File: src/rtl/hash_table_pkg.sv
// rtl/hash_table_pkg.sv - shared types for the hash-table front-end sequencer
package hash_table_pkg;

  typedef enum logic [1:0] {
    NOTHING = 2'b00,
    READ    = 2'b01,
    WRITE   = 2'b10,
    DELETE  = 2'b11
  } op_t;

  typedef enum logic [1:0] {
    OK        = 2'b00,
    NOT_FOUND = 2'b01,
    FULL      = 2'b10,
    NO_TARGET = 2'b11
  } status_t;

  typedef enum logic [2:0] {
    ST_IDLE = 3'd0,
    ST_HASH = 3'd1,
    ST_READ = 3'd2,
    ST_WAIT = 3'd3,
    ST_EXEC = 3'd4,
    ST_RESP = 3'd5
  } seq_state_t;

endpackage

File: src/rtl/hash_table_sequencer.sv
// rtl/hash_table_sequencer.sv - single-request sequencer in front of the cuckoo hash-table controller
module hash_table_sequencer
  import hash_table_pkg::*;
#(
  parameter int KEY_WIDTH           = 2,
  parameter int DATA_WIDTH          = 32,
  parameter int NUMBER_OF_TABLES    = 3,
  parameter int HASH_TABLE_MAX_SIZE = 2,
  parameter int READ_LATENCY        = 1
) (
  input  logic                                          clk,
  input  logic                                          rst_n,
  input  logic                                          req_valid_i,
  output logic                                          req_ready_o,
  input  logic [1:0]                                    req_op_i,
  input  logic [KEY_WIDTH-1:0]                          req_key_i,
  input  logic [DATA_WIDTH-1:0]                         req_data_i,
  output logic [KEY_WIDTH-1:0]                          hash_key_o,
  input  logic [NUMBER_OF_TABLES*HASH_TABLE_MAX_SIZE-1:0] hash_adr_i,
  output logic                                          mem_rd_en_o,
  output logic [NUMBER_OF_TABLES*HASH_TABLE_MAX_SIZE-1:0] mem_rd_adr_o,
  output logic [1:0]                                    ctrl_op_o,
  output logic [KEY_WIDTH-1:0]                          ctrl_key_o,
  output logic [DATA_WIDTH-1:0]                         ctrl_data_o,
  output logic [NUMBER_OF_TABLES*HASH_TABLE_MAX_SIZE-1:0] ctrl_hash_adr_o,
  input  logic [DATA_WIDTH-1:0]                         ctrl_read_data_i,
  input  logic                                          no_deletion_target_i,
  input  logic                                          no_write_space_i,
  input  logic                                          no_element_found_i,
  output logic                                          rsp_valid_o,
  input  logic                                          rsp_ready_i,
  output logic [1:0]                                    rsp_op_o,
  output logic [DATA_WIDTH-1:0]                         rsp_data_o,
  output logic [1:0]                                    rsp_status_o
);

  localparam int ADR_W = NUMBER_OF_TABLES * HASH_TABLE_MAX_SIZE;
  localparam int CNT_W = $clog2(READ_LATENCY + 1);

  seq_state_t            state, state_nxt;
  op_t                   op_q;
  logic [KEY_WIDTH-1:0]  key_q;
  logic [DATA_WIDTH-1:0] data_q;
  logic [ADR_W-1:0]      adr_q;
  logic [CNT_W-1:0]      cnt_q;
  logic [DATA_WIDTH-1:0] rsp_data_q;
  status_t               rsp_status_q;

  // State register; reset aborts any in-flight request and drops ctrl_op_o at once
  always_ff @(posedge clk or negedge rst_n) begin
    if (!rst_n) state <= ST_IDLE;
    else        state <= state_nxt;
  end

  // Next-state decode and the per-state strobes
  always_comb begin
    state_nxt   = state;
    req_ready_o = 1'b0;
    mem_rd_en_o = 1'b0;
    ctrl_op_o   = 2'b00;
    rsp_valid_o = 1'b0;
    case (state)
      ST_IDLE: begin
        req_ready_o = 1'b1;
        if (req_valid_i) state_nxt = (op_t'(req_op_i) == NOTHING) ? ST_RESP : ST_HASH;
      end
      ST_HASH: state_nxt = ST_READ;
      ST_READ: begin
        mem_rd_en_o = 1'b1;
        state_nxt   = (READ_LATENCY > 1) ? ST_WAIT : ST_EXEC;
      end
      ST_WAIT: if (cnt_q == CNT_W'(1)) state_nxt = ST_EXEC;
      ST_EXEC: begin
        ctrl_op_o = op_q;
        state_nxt = ST_RESP;
      end
      ST_RESP: begin
        rsp_valid_o = 1'b1;
        if (rsp_ready_i) state_nxt = ST_IDLE;
      end
      default: state_nxt = ST_IDLE;
    endcase
  end

  // Held request, hash addresses, latency counter and response payload
  always_ff @(posedge clk or negedge rst_n) begin
    if (!rst_n) begin
      op_q         <= NOTHING;
      key_q        <= '0;
      data_q       <= '0;
      adr_q        <= '0;
      cnt_q        <= '0;
      rsp_data_q   <= '0;
      rsp_status_q <= OK;
    end else begin
      case (state)
        ST_IDLE: if (req_valid_i) begin
          op_q         <= op_t'(req_op_i);
          key_q        <= req_key_i;
          data_q       <= req_data_i;
          rsp_data_q   <= '0;
          rsp_status_q <= OK;
        end
        ST_HASH: adr_q <= hash_adr_i;
        ST_READ: cnt_q <= CNT_W'(READ_LATENCY - 1);
        ST_WAIT: cnt_q <= cnt_q - CNT_W'(1);
        ST_EXEC: begin
          // Only the flag belonging to the current op can fail it
          case (op_q)
            READ: begin
              if (no_element_found_i) rsp_status_q <= NOT_FOUND;
              else                    rsp_data_q   <= ctrl_read_data_i;
            end
            WRITE:   if (no_write_space_i)     rsp_status_q <= FULL;
            DELETE:  if (no_deletion_target_i) rsp_status_q <= NO_TARGET;
            default: ;
          endcase
        end
        default: ;
      endcase
    end
  end

  assign hash_key_o      = key_q;
  assign mem_rd_adr_o    = adr_q;
  assign ctrl_key_o      = key_q;
  assign ctrl_data_o     = data_q;
  assign ctrl_hash_adr_o = adr_q;
  assign rsp_op_o        = op_q;
  assign rsp_data_o      = rsp_data_q;
  assign rsp_status_o    = rsp_status_q;

endmodule

File: config.mk
export PLATFORM = sky130hd
export DESIGN_NAME = hash_table_sequencer
export DESIGN_NICKNAME = d
export VERILOG_FILES = /design/src/rtl/hash_table_pkg.sv /design/src/rtl/hash_table_sequencer.sv
export SDC_FILE = /design/constraint.sdc
export NUM_CORES = 1
export LEC_CHECK = 0
export CORE_MARGIN = 3
export CORE_UTILIZATION = 36
export DETAILED_ROUTE_END_ITERATION = 10
export PLACE_DENSITY_LB_ADDON = 0.12
export SLEW_MARGIN = 10
export SYNTH_ARGS = -nofsm -noshare
export SYNTH_HDL_FRONTEND = slang
export SYNTH_SLANG_ARGS = --single-unit
File: constraint.sdc
create_clock -name clk -period 1.41 [get_ports clk]
set_input_delay 0.141 -clock clk [delete_from_list [all_inputs] [get_ports clk]]
set_output_delay 0.141 -clock clk [all_outputs]
set_load 0.01 [all_outputs]
==> results of run 1 <==
==> how the worst min path moves through the flow <==
stage | from | to | slack (ns) | cells past startpoint
6_report | rst_n | rsp_data_o[17] | 0.24 | 2
3_5_place_dp | rst_n | rsp_data_o[17] | 0.07 | 1
3_3_place_gp | rst_n | rsp_data_o[17] | 0.06 | 1
2_1_floorplan | rst_n | cnt_q | -0.15 | 0
5_1_grt | rst_n | rsp_data_o[17] | 0.27 | 2
4_1_cts | rst_n | rsp_data_o[17] | 0.22 | 2
==> state kept, by name, indices dropped and copies added, names as in the netlist <==
register,flops
ctrl_hash_adr_o,6
cnt_q,1
state,3
ctrl_data_o,32
rsp_data_o,32
rsp_status_o,2
ctrl_key_o,2
rsp_op_o,2
==> power breakdown <==
| group | total [W] | internal, W | switching [W] |
|---|---|---|---|
| Combinational | 0.00754 | 0.00441 | 0.00313 |
| Sequential | 0.00414 | 0.00342 | 0.000722 |
| Clock | 0.00142 | 0.000615 | 0.000805 |
==> layout make-up <==
cell class / count / area share (%)
clock buffers: 10 / 2.064
multi-input cells: 180 / 24.38
clock inverters: 4 / 0.3844
well taps: 108 / 2.185
flip-flops and latches: 80 / 32.47
inverters: 7 / 0.4248
repair buffers: 222 / 38.09
==> Yosys cell counts, types with 3 or more instances <==
library cell	instances	share of area, %
dfrtp_1	80	59
nand2_1	68	7.6
mux2_2	24	8.0
o21ai_0	24	3.6
o21ai_1	14	2.1
buf_2	12	1.8
mux2_4	10	4.4
buf_4	8	1.8
inv_1	7	0.78
mux2_1	6	2.0
ha_1	4	1.5
buf_6	3	1.0
o22ai_1	3	0.56
==> metrics by stage <==
step	util [%]	setup TNS, ns
2_1_floorplan	-	-1.593
3_3_place_gp	59.50	-12.55
3_5_place_dp	59.50	-16.36
4_1_cts	65.00	-12.51
5_1_grt	69.23	-14.50
6_report	69.23	-10.97
==> per-layer routing <==
layer	part of all wire, %	track usage (%)
met5	0	0
met4	1.2	6.076
met3	5.2	3.180
met2	50	29.74
met1	43	23.29
==> cell families (layout without fill, tap and decap cells) <==
kind of cell,count (synthesis),count (layout)
muxes,40,40
and+or+nand+nor,87,87
DFF,80,80
buffers and inverters,31,243
AOI/OAI and AO/OA,49,49
adders and majority gates,4,4
==> timing repair <==
| item | CTS | global route |
|---|---|---|
| endpoints found under the hold margin | 22 | 0 |
| buffers inserted | 17 | 12 |
| hold buffers | 1 | 0 |
| pin swaps | 14 | 26 |
| endpoints found under the setup margin | 113 | 114 |
| cloned | 5 | 3 |
| resized for setup | 103 | 125 |
==> results.py, run 1 <==
metrics = {
    "detailed_routing": {
        "num_vias": 2919,
        "routed_wl_mm": 10.14,
        "ant_nets": 0,
        "drc": 0,
        "wire_per_inst_um": 16.59,
        "drt_iter0_markers": 68,
        "firstDrtPassIters": 4,
        "avgViaCountPerCell": 4.777,
    },
    "global_route": {
        "antenna_found_initial": 0,
        "grt_pass1_vias": 2897,
        "gr-total-overflow": 0,
        "grt_usage_pct": 17.75,
        "grt_pass1_wl_mm": 14.51,
        "grt_start_max_net_pins": 45,
    },
    "sta": {
        "clock_skew_ns": 0.01280,
        "slew_violations": 0,
        "worst_slack_ns": -0.2223,
        "period_share_pct": 115.8,
        "final_hold_viol_count": 0,
        "fin_crit_ns": 1.632,
        "fmax_mhz": 612.6,
        "setup_violations": 80,
        "tightest_slew_ns": 0.3438,
        "slew_headroom_pct": 77.08,
        "rsz0062_at_grt": "true",
        "hold_slack_ns": 0.2367,
    },
    "synth": {
        "async_flop_share_pct": 100.0,
        "synth_top_family_by_area": "multiplexers",
        "ys_types": 34,
        "yosysWarnings": 0,
        "ys_seq_elements": 80,
        "synthSimpleGateAreaFrac_pct": 11.44,
        "synth_edf_count": 0,
        "synth_fa_ha_area_share_pct": 1.481,
        "synth_xor_area_share_pct": 0,
        "synth_compound_area_share_pct": 7.926,
        "synth_area_sq_mm": 0.003378,
        "synthFlopType": "dfrtp_1",
        "seq_area_frac_synth_pct": 59.26,
        "syn-instance-count": 291,
        "muxShareOfSynthArea_pct": 14.44,
        "syn_nets": 376,
        "avgSynthCellArea_sq_um": 11.61,
    },
    "finish": {
        "fin_nets": 585,
        "multiInputGateArea_sq_mm": 0.001508,
        "drive_gt1_share_pct": 34.79,
        "final_common_cell": "clkdlybuf4s50_1",
        "fillers": 690,
        "seq_area_sq_mm": 0.002008,
        "n_antenna_cell": 0,
        "fin_cells": 611,
        "final_design_area_no_fill_sq_mm": 0.006185,
        "mostFrequentLayoutCells": "88 x clkdlybuf4s50_1, 75 x dfrtp_1, 46 x nand2_1",
        "syn_to_final_growth_pct": 83.07,
    },
    "status": {
        "violations": "negative setup slack",
        "status": "finished, violations left",
    },
    "critical_path": {
        "crit_chain": "buf_6 > buf_4 > nor3_4 > buf_6 > buf_12 > mux2_2",
        "worstSetupEndpoint": "ctrl_data_o[10]",
        "cp_slowest_stage_delay_ns": 0.41,
        "crit_type": "register to register",
        "cp.required_ns": 1.64,
        "crit_buf_inv": 4,
        "crit_path_end_kind": "register",
        "cp.depth": 6,
        "critPathMaxFanout": 16,
        "rr_worst_depth": 6,
        "r2r-start": "state[2]",
        "cp.arrival_ns": 1.86,
        "cp_top_family": "buffers and inverters",
        "crit_top_cell": "buf_6",
        "startpoint": "state[2]",
        "r2r_slack_ns": -0.22,
        "slowest_stage": "dfrtp_2",
        "cp-start-kind": "register",
        "r2r_end": "ctrl_data_o[10]",
    },
    "placed_design": {
        "hpwl_mm": 6.368,
        "dp_cells": 567,
        "globalplace.congestion": 0.7361,
        "dpl_cell_area_sq_mm": 0.005315,
        "port_buffers": 169,
        "preCtsSetupSlack_ns": -0.2987,
    },
    "cts": {
        "worstSkewPairLatency_ns": 0.34,
        "cts_tree": "yes",
        "numCtsBuffers": 9,
        "cts_buffer_depth": 2,
        "htree_levels": 3,
        "root_buffer": "clkbuf_8",
        "cts.sinks": 80,
        "path_clk_slew_ns": 0.08,
    },
    "min_path": {
        "hold_path.class": "input pin to async pin",
    },
    "die": {
        "die-area_sq_mm": 0.01058,
        "num_io_pins": 170,
        "start_util_pct": 37.82,
        "fp.dieH_um": 102.9,
        "rows": 34,
        "core_sq_mm": 0.008934,
        "die_w_um": 102.9,
    },
    "flow_run": {
        "cap_violations": 0,
    },
    "pwr": {
        "p_per_area_mw_per_mm2": 2119,
        "power_w": 0.01310,
        "cellLeakagePower_nw": 3.277,
        "ir_drop_mv": 0.9996,
    },
}
No activity file was read; power rests on OpenSTA's default activity.
==> run 2: changes to the inputs <==
--- a/config.mk
+++ b/config.mk
@@ -5,6 +5,7 @@
 export SDC_FILE = /design/constraint.sdc
 export NUM_CORES = 1
 export LEC_CHECK = 0
+export ABC_CLOCK_PERIOD_IN_PS = 1410
 export CORE_MARGIN = 3
 export CORE_UTILIZATION = 36
 export DETAILED_ROUTE_END_ITERATION = 10
==> results of run 2 <==
The final DEF is identical to that of run 1; final timing and power are the same.
==> run 3: changes to the inputs <==
--- a/config.mk
+++ b/config.mk
@@ -9,6 +9,8 @@
 export CORE_MARGIN = 3
 export CORE_UTILIZATION = 36
 export DETAILED_ROUTE_END_ITERATION = 10
+export GPL_ROUTABILITY_DRIVEN = 1
+export GPL_TIMING_DRIVEN = 0
 export PLACE_DENSITY_LB_ADDON = 0.12
 export SLEW_MARGIN = 10
 export SYNTH_ARGS = -nofsm -noshare
==> results.py, run 3 (same netlist as run 1, synthesis figures left out) <==
metrics = {
    "sta": {
        "clock_skew_ns": 0.01012,
        "slew_violations": 0,
        "setup_violations": 78,
        "fin_crit_ns": 1.565,
        "worst_slack_ns": -0.1552,
        "tightest_slew_ns": 0.5411,
        "final_hold_viol_count": 0,
        "period_share_pct": 111.0,
        "fmax_mhz": 638.9,
        "rsz0062_at_grt": "true",
        "tns_ns": -8.102,
        "slew_headroom_pct": 63.92,
        "hold_slack_ns": 0.3131,
    },
    "finish": {
        "final_common_cell": "clkdlybuf4s50_1",
        "mostFrequentLayoutCells": "92 x clkdlybuf4s50_1, 76 x dfrtp_1, 55 x nand2_1",
        "fin_nets": 591,
        "final_design_area_no_fill_sq_mm": 0.006267,
        "n_antenna_cell": 0,
        "drive_gt1_share_pct": 32.94,
        "syn_to_final_growth_pct": 85.52,
    },
    "critical_path": {
        "crit_path_end_kind": "register",
        "cp-start-kind": "register",
        "critPathMaxFanout": 10,
        "r2r_end": "rsp_data_o[11]",
        "cp.arrival_ns": 1.82,
        "r2r-start": "rsp_op_o[1]",
        "r2r_slack_ns": -0.16,
        "crit_type": "register to register",
        "rr_worst_depth": 8,
        "cp.required_ns": 1.67,
    },
    "flow_run": {
        "cap_violations": 0,
    },
    "cts": {
        "cts_buffer_depth": 2,
        "cts_tree": "yes",
        "numCtsBuffers": 9,
        "worstSkewPairLatency_ns": 0.34,
        "htree_levels": 3,
        "cts.sinks": 80,
        "root_buffer": "clkbuf_8",
        "path_clk_slew_ns": 0.09,
    },
    "placed_design": {
        "port_buffers": 169,
        "preCtsSetupSlack_ns": -0.3376,
        "dpl_cell_area_sq_mm": 0.005299,
        "hpwl_mm": 6.616,
        "globalplace.congestion": 0.7840,
    },
    "global_route": {
        "grt_pass1_vias": 3031,
        "grt_usage_pct": 17.97,
        "grt_start_max_net_pins": 43,
        "grt_pass1_wl_mm": 14.98,
        "gr-total-overflow": 0,
        "antenna_found_initial": 0,
    },
    "status": {
        "status": "finished, violations left",
        "violations": "negative setup slack",
    },
    "pwr": {
        "p_per_area_mw_per_mm2": 2147,
        "cellLeakagePower_nw": 3.293,
        "ir_drop_mv": 1.164,
    },
    "min_path": {
        "hold_path.class": "input pin to async pin",
    },
    "die": {
        "start_util_pct": 37.82,
        "die-area_sq_mm": 0.01058,
        "num_io_pins": 170,
        "fp.dieH_um": 102.9,
        "rows": 34,
        "core_sq_mm": 0.008934,
        "die_w_um": 102.9,
    },
    "detailed_routing": {
        "wire_per_inst_um": 16.09,
        "avgViaCountPerCell": 4.772,
        "routed_wl_mm": 9.941,
        "num_vias": 2949,
        "drt_iter0_markers": 96,
        "drc": 0,
        "ant_nets": 0,
        "firstDrtPassIters": 4,
    },
}
==> run 3: cell types whose count changed in the layout (fill, tap and decap cells not counted), moves of 3 or more <==
cell | before | now
o21ai_1 | 14 | 22
buf_8 | 4 | 9
o21ai_2 | 16 | 12
dlygate4sd2_1 | 35 | 29
clkinv_2 | 3 | 0
o21ai_0 | 8 | 4
buf_4 | 24 | 27
clkdlybuf4s50_1 | 88 | 92
nand2_1 | 46 | 55
nand2_2 | 14 | 5
==> run 3: metrics by stage <==
step / std cells / total power (W) / utilization, %
global route: 618 / 0.01431 / 70.15
detailed placement: 569 / 0.01045 / 59.31
floorplan: 291 / 0.007111 / -
global placement: 568 / 0.01029 / 59.12
CTS: 610 / 0.01324 / 67.06
finish: 618 / 0.01345 / 70.15
==> run 3: layout make-up <==
type | count | area, sq um
flip-flops and latches | 80 | 2007
well taps | 108 | 135.1
fillers | 682 | 2666
plain buffers | 24 | 270.3
multi-input cells | 180 | 1491
clock inverters | 4 | 53.80
repair buffers | 204 | 2137
inverters | 7 | 31.28
clock buffers | 11 | 141.4
==> run 3: where the power goes <==
group / switching [W] / total [W] / internal [W] / leakage [nW]
clock: 0.000826 / 0.00169 / 0.000865 / 0.0920
combinational: 0.00313 / 0.00766 / 0.00454 / 2.19
sequential: 0.000682 / 0.00410 / 0.00342 / 1.01
total: 0.00464 / 0.0135 / 0.00882 / 3.29
==> run 3: worst max-delay path by stage <==
| stage | from | endpoint | slack, ns | cells after the start |
|---|---|---|---|---|
| floorplan | rsp_op_o[1] | rsp_data_o[16] | -0.04 | 6 |
| global placement | rst_n | rsp_op_o[0] | -3.01 | 1 |
| detailed placement | req_valid_i | ctrl_data_o[20] | -0.34 | 6 |
| CTS | rsp_op_o[1] | rsp_data_o[1] | -0.14 | 8 |
| global route | rsp_op_o[1] | rsp_data_o[15] | -0.22 | 8 |
| finish | rsp_op_o[1] | rsp_data_o[11] | -0.16 | 8 |
==> run 3: worst max-delay path, stage by stage, from the launching register on <==
cell     delay, ns
dfrtp_2       0.40
inv_2         0.06
ha_4          0.16
and3b_2       0.22
o21ai_4       0.21
buf_12        0.18
buf_8         0.13
nand2_1       0.05
o21ai_1       0.08
==> run 3: metal layers <==
| metal | vias up | GRT usage, % | share of wire (%) |
|---|---|---|---|
| met2 | 99 | 31.83 | 52 |
| met4 | 0 | 5.080 | 0.80 |
| met3 | 8 | 3.857 | 6.6 |
| met1 | 1446 | 22.13 | 40 |
| met5 | - | 0 | 0 |
| li1 | 1396 | - | - |
==> run 3: repair_timing <==
action	4_1_cts	5_1_grt
hold endpoints to repair	41	0
hold buffers	1	0
pin swaps	23	13
setup endpoints to repair	105	119
resized for setup	145	85
setup buffers	21	9
cloned	4	0
